<file path="src/rtl/rv32im_bus_arbiter.sv">
// rv32im_bus_arbiter
//   Wishbone arbiter and master multiplexer for NUM_MASTERS requesters that
//   share one Wishbone master port. Arbitration is either fixed priority
//   (lowest index wins) or round-robin (first requester after the last
//   winner). An owner keeps the bus until it drops its request, and there is
//   always one idle cycle between owners. ack/err are returned only to the
//   owner.
//
//   Optional build macro RV32IM_BUS_ARB_TIMEOUT_EN: adds a stall watchdog.
//   After TIMEOUT_CYCLES stalled cycles the owner sees a one-cycle err and
//   loses the bus. It cannot win again until it has dropped its request.
//
// Ports
//   clk_i, reset_i        clock (rising edge), asynchronous active-low reset
//   req_i / grant_o       per-master request, one-hot registered grant
//   m_adr_i .. m_we_i     flattened per-master Wishbone outputs (master k at slice k)
//   m_ack_o, m_err_o      slave ack/err returned to the owner only
//   adr_o .. we_o         shared Wishbone master port, all zero when idle
//   ack_i, err_i          slave response
//   busy_o                high while a grant is held
module rv32im_bus_arbiter #(
  parameter int NUM_MASTERS    = 3,
  parameter int XLEN           = 32,
  parameter int ROUND_ROBIN    = 0,
  parameter int TIMEOUT_CYCLES = 255
) (
  input  logic                          clk_i,
  input  logic                          reset_i,
  input  logic [NUM_MASTERS-1:0]        req_i,
  output logic [NUM_MASTERS-1:0]        grant_o,
  input  logic [NUM_MASTERS*(XLEN-2)-1:0] m_adr_i,
  input  logic [NUM_MASTERS*XLEN-1:0]   m_dat_i,
  input  logic [NUM_MASTERS*4-1:0]      m_sel_i,
  input  logic [NUM_MASTERS-1:0]        m_cyc_i,
  input  logic [NUM_MASTERS-1:0]        m_stb_i,
  input  logic [NUM_MASTERS-1:0]        m_we_i,
  output logic [NUM_MASTERS-1:0]        m_ack_o,
  output logic [NUM_MASTERS-1:0]        m_err_o,
  output logic [XLEN-3:0]               adr_o,
  output logic [XLEN-1:0]               dat_o,
  output logic [3:0]                    sel_o,
  output logic                          cyc_o,
  output logic                          stb_o,
  output logic                          we_o,
  input  logic                          ack_i,
  input  logic                          err_i,
  output logic                          busy_o
);

  localparam int AW = XLEN - 2;
  localparam int PW = (NUM_MASTERS > 1) ? $clog2(NUM_MASTERS) : 1;

  typedef enum logic {ST_IDLE, ST_OWNED} state_t;

  state_t                 state_q, state_d;
  logic [NUM_MASTERS-1:0] grant_q, grant_d;
  logic [PW-1:0]          ptr_q, ptr_d;
  logic [NUM_MASTERS-1:0] req_eff;
  logic                   tmo;
  logic                   grant_legal;
  logic [PW:0]            winner;

  logic [AW-1:0]          own_adr;
  logic [XLEN-1:0]        own_dat;
  logic [3:0]             own_sel;
  logic                   own_cyc, own_stb, own_we;

  // Returns {found, index}. Round-robin scans cyclically starting just after
  // the pointer; fixed mode scans downward so the lowest set index is kept.
  function automatic logic [PW:0] pick_winner(input logic [NUM_MASTERS-1:0] req,
                                              input logic [PW-1:0] ptr);
    logic          found;
    logic [PW-1:0] idx;
    int            j;
    found = 1'b0;
    idx   = '0;
    if (ROUND_ROBIN != 0) begin
      for (int i = 1; i <= NUM_MASTERS; i++) begin
        j = int'(ptr) + i;
        if (j >= NUM_MASTERS) j = j - NUM_MASTERS;
        if (!found && req[PW'(j)]) begin
          found = 1'b1;
          idx   = PW'(j);
        end
      end
    end else begin
      for (int i = NUM_MASTERS - 1; i >= 0; i--) begin
        if (req[PW'(i)]) begin
          found = 1'b1;
          idx   = PW'(i);
        end
      end
    end
    return {found, idx};
  endfunction

  assign grant_legal = ((grant_q & (grant_q - NUM_MASTERS'(1))) == '0);
  assign winner      = pick_winner(req_eff, ptr_q);

  always_comb begin
    grant_d = grant_q;
    ptr_d   = ptr_q;
    if (!grant_legal) begin
      // Corrupted (multi-hot) grant: drop to idle and arbitrate afresh.
      grant_d = '0;
    end else begin
      case (state_q)
        ST_IDLE: begin
          if (winner[PW]) begin
            grant_d                = '0;
            grant_d[winner[PW-1:0]] = 1'b1;
            ptr_d                  = winner[PW-1:0];
          end
        end
        default: begin
          // No preemption: only the owner's own request (or a timeout)
          // ends ownership, and the release always passes through idle.
          if (((req_i & grant_q) == '0) || tmo) grant_d = '0;
        end
      endcase
    end
    state_d = (grant_d != '0) ? ST_OWNED : ST_IDLE;
  end

  always_ff @(posedge clk_i or negedge reset_i) begin
    if (!reset_i) begin
      state_q <= ST_IDLE;
      grant_q <= '0;
      ptr_q   <= PW'(NUM_MASTERS - 1);
    end else begin
      state_q <= state_d;
      grant_q <= grant_d;
      ptr_q   <= ptr_d;
    end
  end

  // AND-OR mux keyed directly on the registered grant; zero when idle.
  always_comb begin
    own_adr = '0;
    own_dat = '0;
    own_sel = '0;
    own_cyc = 1'b0;
    own_stb = 1'b0;
    own_we  = 1'b0;
    for (int k = 0; k < NUM_MASTERS; k++) begin
      if (grant_q[k]) begin
        own_adr = own_adr | m_adr_i[k*AW +: AW];
        own_dat = own_dat | m_dat_i[k*XLEN +: XLEN];
        own_sel = own_sel | m_sel_i[k*4 +: 4];
        own_cyc = own_cyc | m_cyc_i[k];
        own_stb = own_stb | m_stb_i[k];
        own_we  = own_we  | m_we_i[k];
      end
    end
  end

  assign adr_o   = own_adr;
  assign dat_o   = own_dat;
  assign sel_o   = own_sel;
  assign we_o    = own_we;
  assign cyc_o   = own_cyc & ~tmo;
  assign stb_o   = own_stb & ~tmo;
  assign grant_o = grant_q;
  assign busy_o  = |grant_q;
  assign m_ack_o = {NUM_MASTERS{ack_i}} & grant_q;
  assign m_err_o = {NUM_MASTERS{err_i | tmo}} & grant_q;

`ifdef RV32IM_BUS_ARB_TIMEOUT_EN
  logic [15:0]            cnt_q, cnt_d;
  logic [NUM_MASTERS-1:0] mask_q, mask_d;
  logic                   stall;

  // Stall is judged on the owner's raw cyc/stb, not the forced-low outputs.
  assign stall   = own_cyc & own_stb & ~ack_i & ~err_i;
  assign tmo     = stall & (cnt_q == 16'(TIMEOUT_CYCLES - 1));
  assign req_eff = req_i & ~mask_q;

  always_comb begin
    cnt_d = cnt_q;
    if (ack_i || err_i || (grant_d != grant_q)) cnt_d = '0;
    else if (stall)                              cnt_d = cnt_q + 16'd1;
    // A timed-out master stays masked until it is seen with req low.
    mask_d = (mask_q & req_i) | (tmo ? grant_q : '0);
  end

  always_ff @(posedge clk_i or negedge reset_i) begin
    if (!reset_i) begin
      cnt_q  <= '0;
      mask_q <= '0;
    end else begin
      cnt_q  <= cnt_d;
      mask_q <= mask_d;
    end
  end
`else
  logic unused_timeout;
  assign unused_timeout = ^TIMEOUT_CYCLES;
  assign tmo            = 1'b0;
  assign req_eff        = req_i;
`endif

endmodule
</file>
<file path="config.mk">
export PLATFORM = sky130hd
export DESIGN_NAME = rv32im_bus_arbiter
export DESIGN_NICKNAME = d
export VERILOG_FILES = /design/src/rtl/rv32im_bus_arbiter.sv
export SDC_FILE = /design/constraint.sdc
export NUM_CORES = 1
export LEC_CHECK = 0
export ABC_AREA = 1
export CAP_MARGIN = 20
export CORE_AREA = 2 2 114 116
export DETAILED_ROUTE_END_ITERATION = 7
export DIE_AREA = 0 0 116 118
export PLACE_DENSITY = 0.57
export SETUP_SLACK_MARGIN = 0.02
export SKIP_LAST_GASP = 1
export SYNTH_ARGS = -nofsm -noshare
export SYNTH_HDL_FRONTEND = slang
export SYNTH_SLANG_ARGS = --single-unit
</file>
<file path="constraint.sdc">
create_clock -name clk_i -period 1.7 [get_ports clk_i]
set_clock_uncertainty 0.2 [all_clocks]
set_input_delay 0.255 -clock clk_i [delete_from_list [all_inputs] [get_ports clk_i]]
set_output_delay 0.255 -clock clk_i [all_outputs]
set_load 0.1 [all_outputs]
</file>
== Word level (Yosys, flattened, before mapping) ==
Index checks and enable logic that the tools add are counted.

* Add/sub/neg operators: 1
* Multipliers: 0
* Divide/modulo/power cells: 0
* $lt $le $gt $ge: 2
* Equality and inequality tests: 0
* Shift-type cells: 0
* Muxes and demuxes: 29
* Bitwise gates (word level): 16
* Reduce and logical (&&, ||, !) cells: 5

{| class="wikitable"
|+ Operator list
! cell !! count
|-
| 32-bit two-way mux || 3
|-
| 30-bit two-way mux || 3
|-
| 32-bit bitwise OR || 2
|-
| 30-bit bitwise OR || 2
|-
| 1-bit two-way mux || 13
|-
| 3-bit AND || 4
|-
| 3-bit two-way mux || 4
|-
| 4-bit two-way mux || 3
|-
| 4-bit bitwise OR || 2
|-
| 3-bit logical NOT || 2
|-
| 1-bit bitwise OR || 6
|-
| 2-bit two-way mux || 2
|-
| 2-bit by 3-bit < comparator with 1-bit output, second input constant || 1
|-
| 3-bit nonzero test || 1
|-
| 3-bit OR reduction || 1
|-
| 3-bit by 1-bit subtractor with 3-bit output, second input constant || 1
|-
| 1-bit demux with 2-bit select || 1
|-
| 2-bit by 1-bit >= comparator with 1-bit output, second input constant || 1
|-
| 1-bit logical AND || 1
|}

* Flip-flop bits (word level): 4
* Bits in latches: 0
* Bits in writable memories: 0
* Bits in read-only memories: 0
* Input bits: 214
* Output and inout port bits: 79
* Logic and storage cells: 55
* Memories: 0

== Depth between registers and ports, before layout ==
* Depth after elaboration: 11
* Depth in mapped cells: 7
* Depth with buffers taken out: 7

== Least setup slack after synthesis ==
OpenSTA, ideal clock, no wires.

* Path type: register to output
* From: register grant_q[1] (netlist: grant_o[1])
* To: output adr_o[0]
* Data arrival time: 2201 ps
* Required time: 1245 ps
* Setup slack: -956 ps
* Stages on the path, launching flop included: 5
* Buffers on the path: 2
* Cells stage by stage: dfrtp_1 buf_4 buf_2 nand2_1 nand3_1

* Longest elaborated chain between the ends: 3

{| class="wikitable"
|+ RTL lines
! element !! line !! text
|-
| from (decl) || 56 || <nowiki>logic [NUM_MASTERS-1:0] grant_q, grant_d;</nowiki>
|-
| from (signal assigned) || 132 || <nowiki>grant_q <= grant_d;</nowiki>
|-
| 30-bit two-way mux (*) || 146 || <nowiki>if (grant_q[k]) begin</nowiki>
|-
| 30-bit bitwise OR || 147 || <nowiki>own_adr = own_adr | m_adr_i[k*AW +: AW];</nowiki>
|-
| 30-bit two-way mux (*) || 146 ||
|-
| to (decl) || 39 || <nowiki>output logic [XLEN-3:0] adr_o,</nowiki>
|}

Every way passes the cells marked *; elsewhere a longest branch is shown, timed or not.

== Worst setup path after layout ==
* From: register grant_q[2] (netlist: grant_o[2])
* To: output adr_o[6]

* Longest elaborated chain between the ends: 1

{| class="wikitable"
|+ RTL lines
! element !! line
|-
| 30-bit two-way mux || 146
|}

No other way between the ends.

==> results.md <==
* Net Count, Synth at 558
* CTS tree: yes
* Largest net degree at the start of global routing at 44
* Worst Max-Slew Pin Slew at 0.3012 ns
* Io pins at 293
* Grt ovf at 0
* Hold Crit Class: in2async
* GRT Total Usage at 15.40%
* Failing checks: negative setup slack
* IO buf count at 292
* Initial DRC Count at 81
* Worst skew pair latency at 0.23 ns
* Via count at 3363
* H-tree depth at 1
* Synth warn at 0
* RSZ-0062 raised after global routing: true
* Fin. Hold Viols at 0
* CP arrival at 1.35 ns
* Initial Util at 12.26%
* CTS root buf: clkbuf_16
* Area Growth Syn to Fin at 342.4%
* Clock Path Buffers at 2
* Reg2reg start: grant_o[2]$_DFF_PN0_
* Synth Cell Area at 0.001521 sq mm
* Worst setup EP type: output pin
* HPWL after detailed placement at 9.551 mm
* Clk sinks at 4
* Die width at 116 microns
* Routed WL at 11.53 mm
* Worst path slowest cell: dfrtp_4
* Initial antenna violation count at 0
* Startpoint Class: register
* Total Power at 0.01117 W
* Design area at 0.006731 sq mm
* Post-DR vias/cell at 4.220
* Critical Path RT at 1.24 ns
* Register area share after synthesis at 6.579%
* Critical-path maximum fanout at 21
* RD Place Congestion at 0.8094
* Max-slew headroom at 79.85%
* Drt drc at 0
* Gate Count Post-Synth at 344
* Fin. max-slew vios at 0
* Status: finished with violations
* Fill cells at 1147
* N_diodes at 0
* Setup ws final at -0.1041 ns
* CP delay by family, top: flip-flops
* PwrDens at 1659 mW/mm^2
* Max Clk Rate at 554.3 MHz
* ANT nets after route at 0
* Number of max-cap violations at 0
* Crit path from: grant_o[2]$_DFF_PN0_
* Die H at 118 microns
* Maximum vdd ir drop at 693.6 uV
* Placed cell areas at 0.006520 sq mm
* Endpoints failing setup at 76
* Register Area at 111.4 sq um
* Static leakage at 2.892 nW
* Site row count at 41
* Die area at 0.01369 sq mm
* Final min period at 1.804 ns
* WP buf/inv at 2
* Multi-input logic area at 0.002340 sq mm
* Seq cells post-synth at 4
* Final period utilization at 106.1%
* Distinct cells, synth at 11
* Max incr delay on CP at 0.52 ns
* DRT Pass-1 Iters at 4
* Core Footprint at 0.01241 sq mm
* First-pass GRT wire length at 16.99 mm
* Share of layout cells above drive strength 1 at 41.12%
* Worst path cell trace: clkbuf_16 > nand2_1 > nand3_4 > buf_12
* CTS Buf Count at 3
* Syn Area/Cell at 4.423 sq um
* Clock Pin Slew Worst Setup and Hold Paths at 0.03 ns
* # hold bufs at CTS at 0
* Vias in the first global route at 3476
* Final #Nets at 840
* Routed len/inst at 14.46 microns
* Kind of critical path: reg2out
## per-stage QoR
step                        TNS, ns  std cells  worst slack [ns]  util, %  hold slack, ns
after detailed placement  -0.002253        791         -0.002253    52.52          0.2629
after global placement            0        791           0.02906    52.52          0.2653
final                        -5.525        797           -0.1041    54.22         0.02414
after global routing         -8.794        797           -0.1482    54.22         0.03768
after floorplan              -7.669        344           -0.2477        -         -0.2406
after CTS                    -5.718        795          -0.09801    53.34         0.02701
## worst paths after layout
| check | end | slack (ns) | depth (start not counted) |
|---|---|---|---|
| worst max-delay path | adr_o[6] | -0.10 | 4 |
| worst min-delay path | grant_o[0]$_DFF_PN0_ | 0.02 | 1 |
| worst max register to register | state_q$_DFF_PN0_ | 0.20 | 7 |
| worst min register to register | grant_o[0]$_DFF_PN0_ | 0.40 | 3 |
| max in group asynchronous | grant_o[2]$_DFF_PN0_ | 1.10 | 1 |
| min in group clk_i | grant_o[0]$_DFF_PN0_ | 0.40 | 3 |
## cell type report
cell class                 count  share of cell area (%)
clock buffer                   4                   1.171
sequential                     4                   1.654
timing repair buffer         301                   58.10
tap                          172                   3.197
inverter                      14                   1.115
multi-input combinational    302                   34.76
## registers in the layout, indices dropped and copies added (netlist names)
register	count
state_q	1
grant_o	3
## what timing repair did
action / CTS / global route
resized for setup: 7 / 24
setup buffers: 0 / 0
gates cloned: 0 / 2
setup endpoints to repair: 76 / 76
## per-layer routing
| layer | wire length (microns) | track usage [%] | part of all wire (%) | vias up |
|---|---|---|---|---|
| li1 | - | - | - | 1631 |
| met1 | 3739 | 15.06 | 32 | 1544 |
| met2 | 6375 | 30.59 | 55 | 168 |
| met3 | 1120 | 3.913 | 9.7 | 20 |
| met4 | 292 | 4.836 | 2.5 | 0 |
| met5 | 0 | 0 | 0 | - |
## cell usage in the layout (no fill, tap or decap), drive strengths merged
cell	synthesis	routed
nor2	1	1
inv	14	8
nand3b	1	1
nand3	71	71
buf	24	86
clkinvlp	0	6
nand4	1	1
clkbuf	0	6
nand2	228	228
dfrtp	4	4
clkdlybuf4s50	0	213
## kinds of logic (layout without fill, tap and decap cells)
| logic type | Yosys count | in the layout | share of synthesized area [%] |
|---|---|---|---|
| flip-flops | 4 | 4 | 6.579 |
| buffers and inverters | 38 | 319 | 11.68 |
| AND/OR/NAND/NOR | 302 | 302 | 81.74 |
## worst reg2reg max path, delay by kind of cell, from the launching register on
kind	cells	cell delay [ns]
flip-flops	1	0.52
AND/OR/NAND/NOR	6	0.43
buffers and inverters	1	0.23
## synth_stat cells
master / count / area (sq um)
nand3_1: 69 / 345.3
dfrtp_1: 4 / 100.1
buf_4: 2 / 15.01
buf_2: 22 / 110.1
nor2_1: 1 / 3.750
nand3b_1: 1 / 7.510
inv_1: 14 / 52.55
nand3_2: 2 / 20.02
nand2_1: 226 / 848.3
nand4_1: 1 / 6.260
nand2_2: 2 / 12.51
## power breakdown
part           switching [W]  internal, W  leakage [nW]  total [W]
sequential         0.0000598     0.000139        0.0460   0.000198
combinational        0.00675      0.00384          2.81     0.0106
clock              0.0000692     0.000310        0.0382   0.000379
Power figures use the tool's default switching activity.
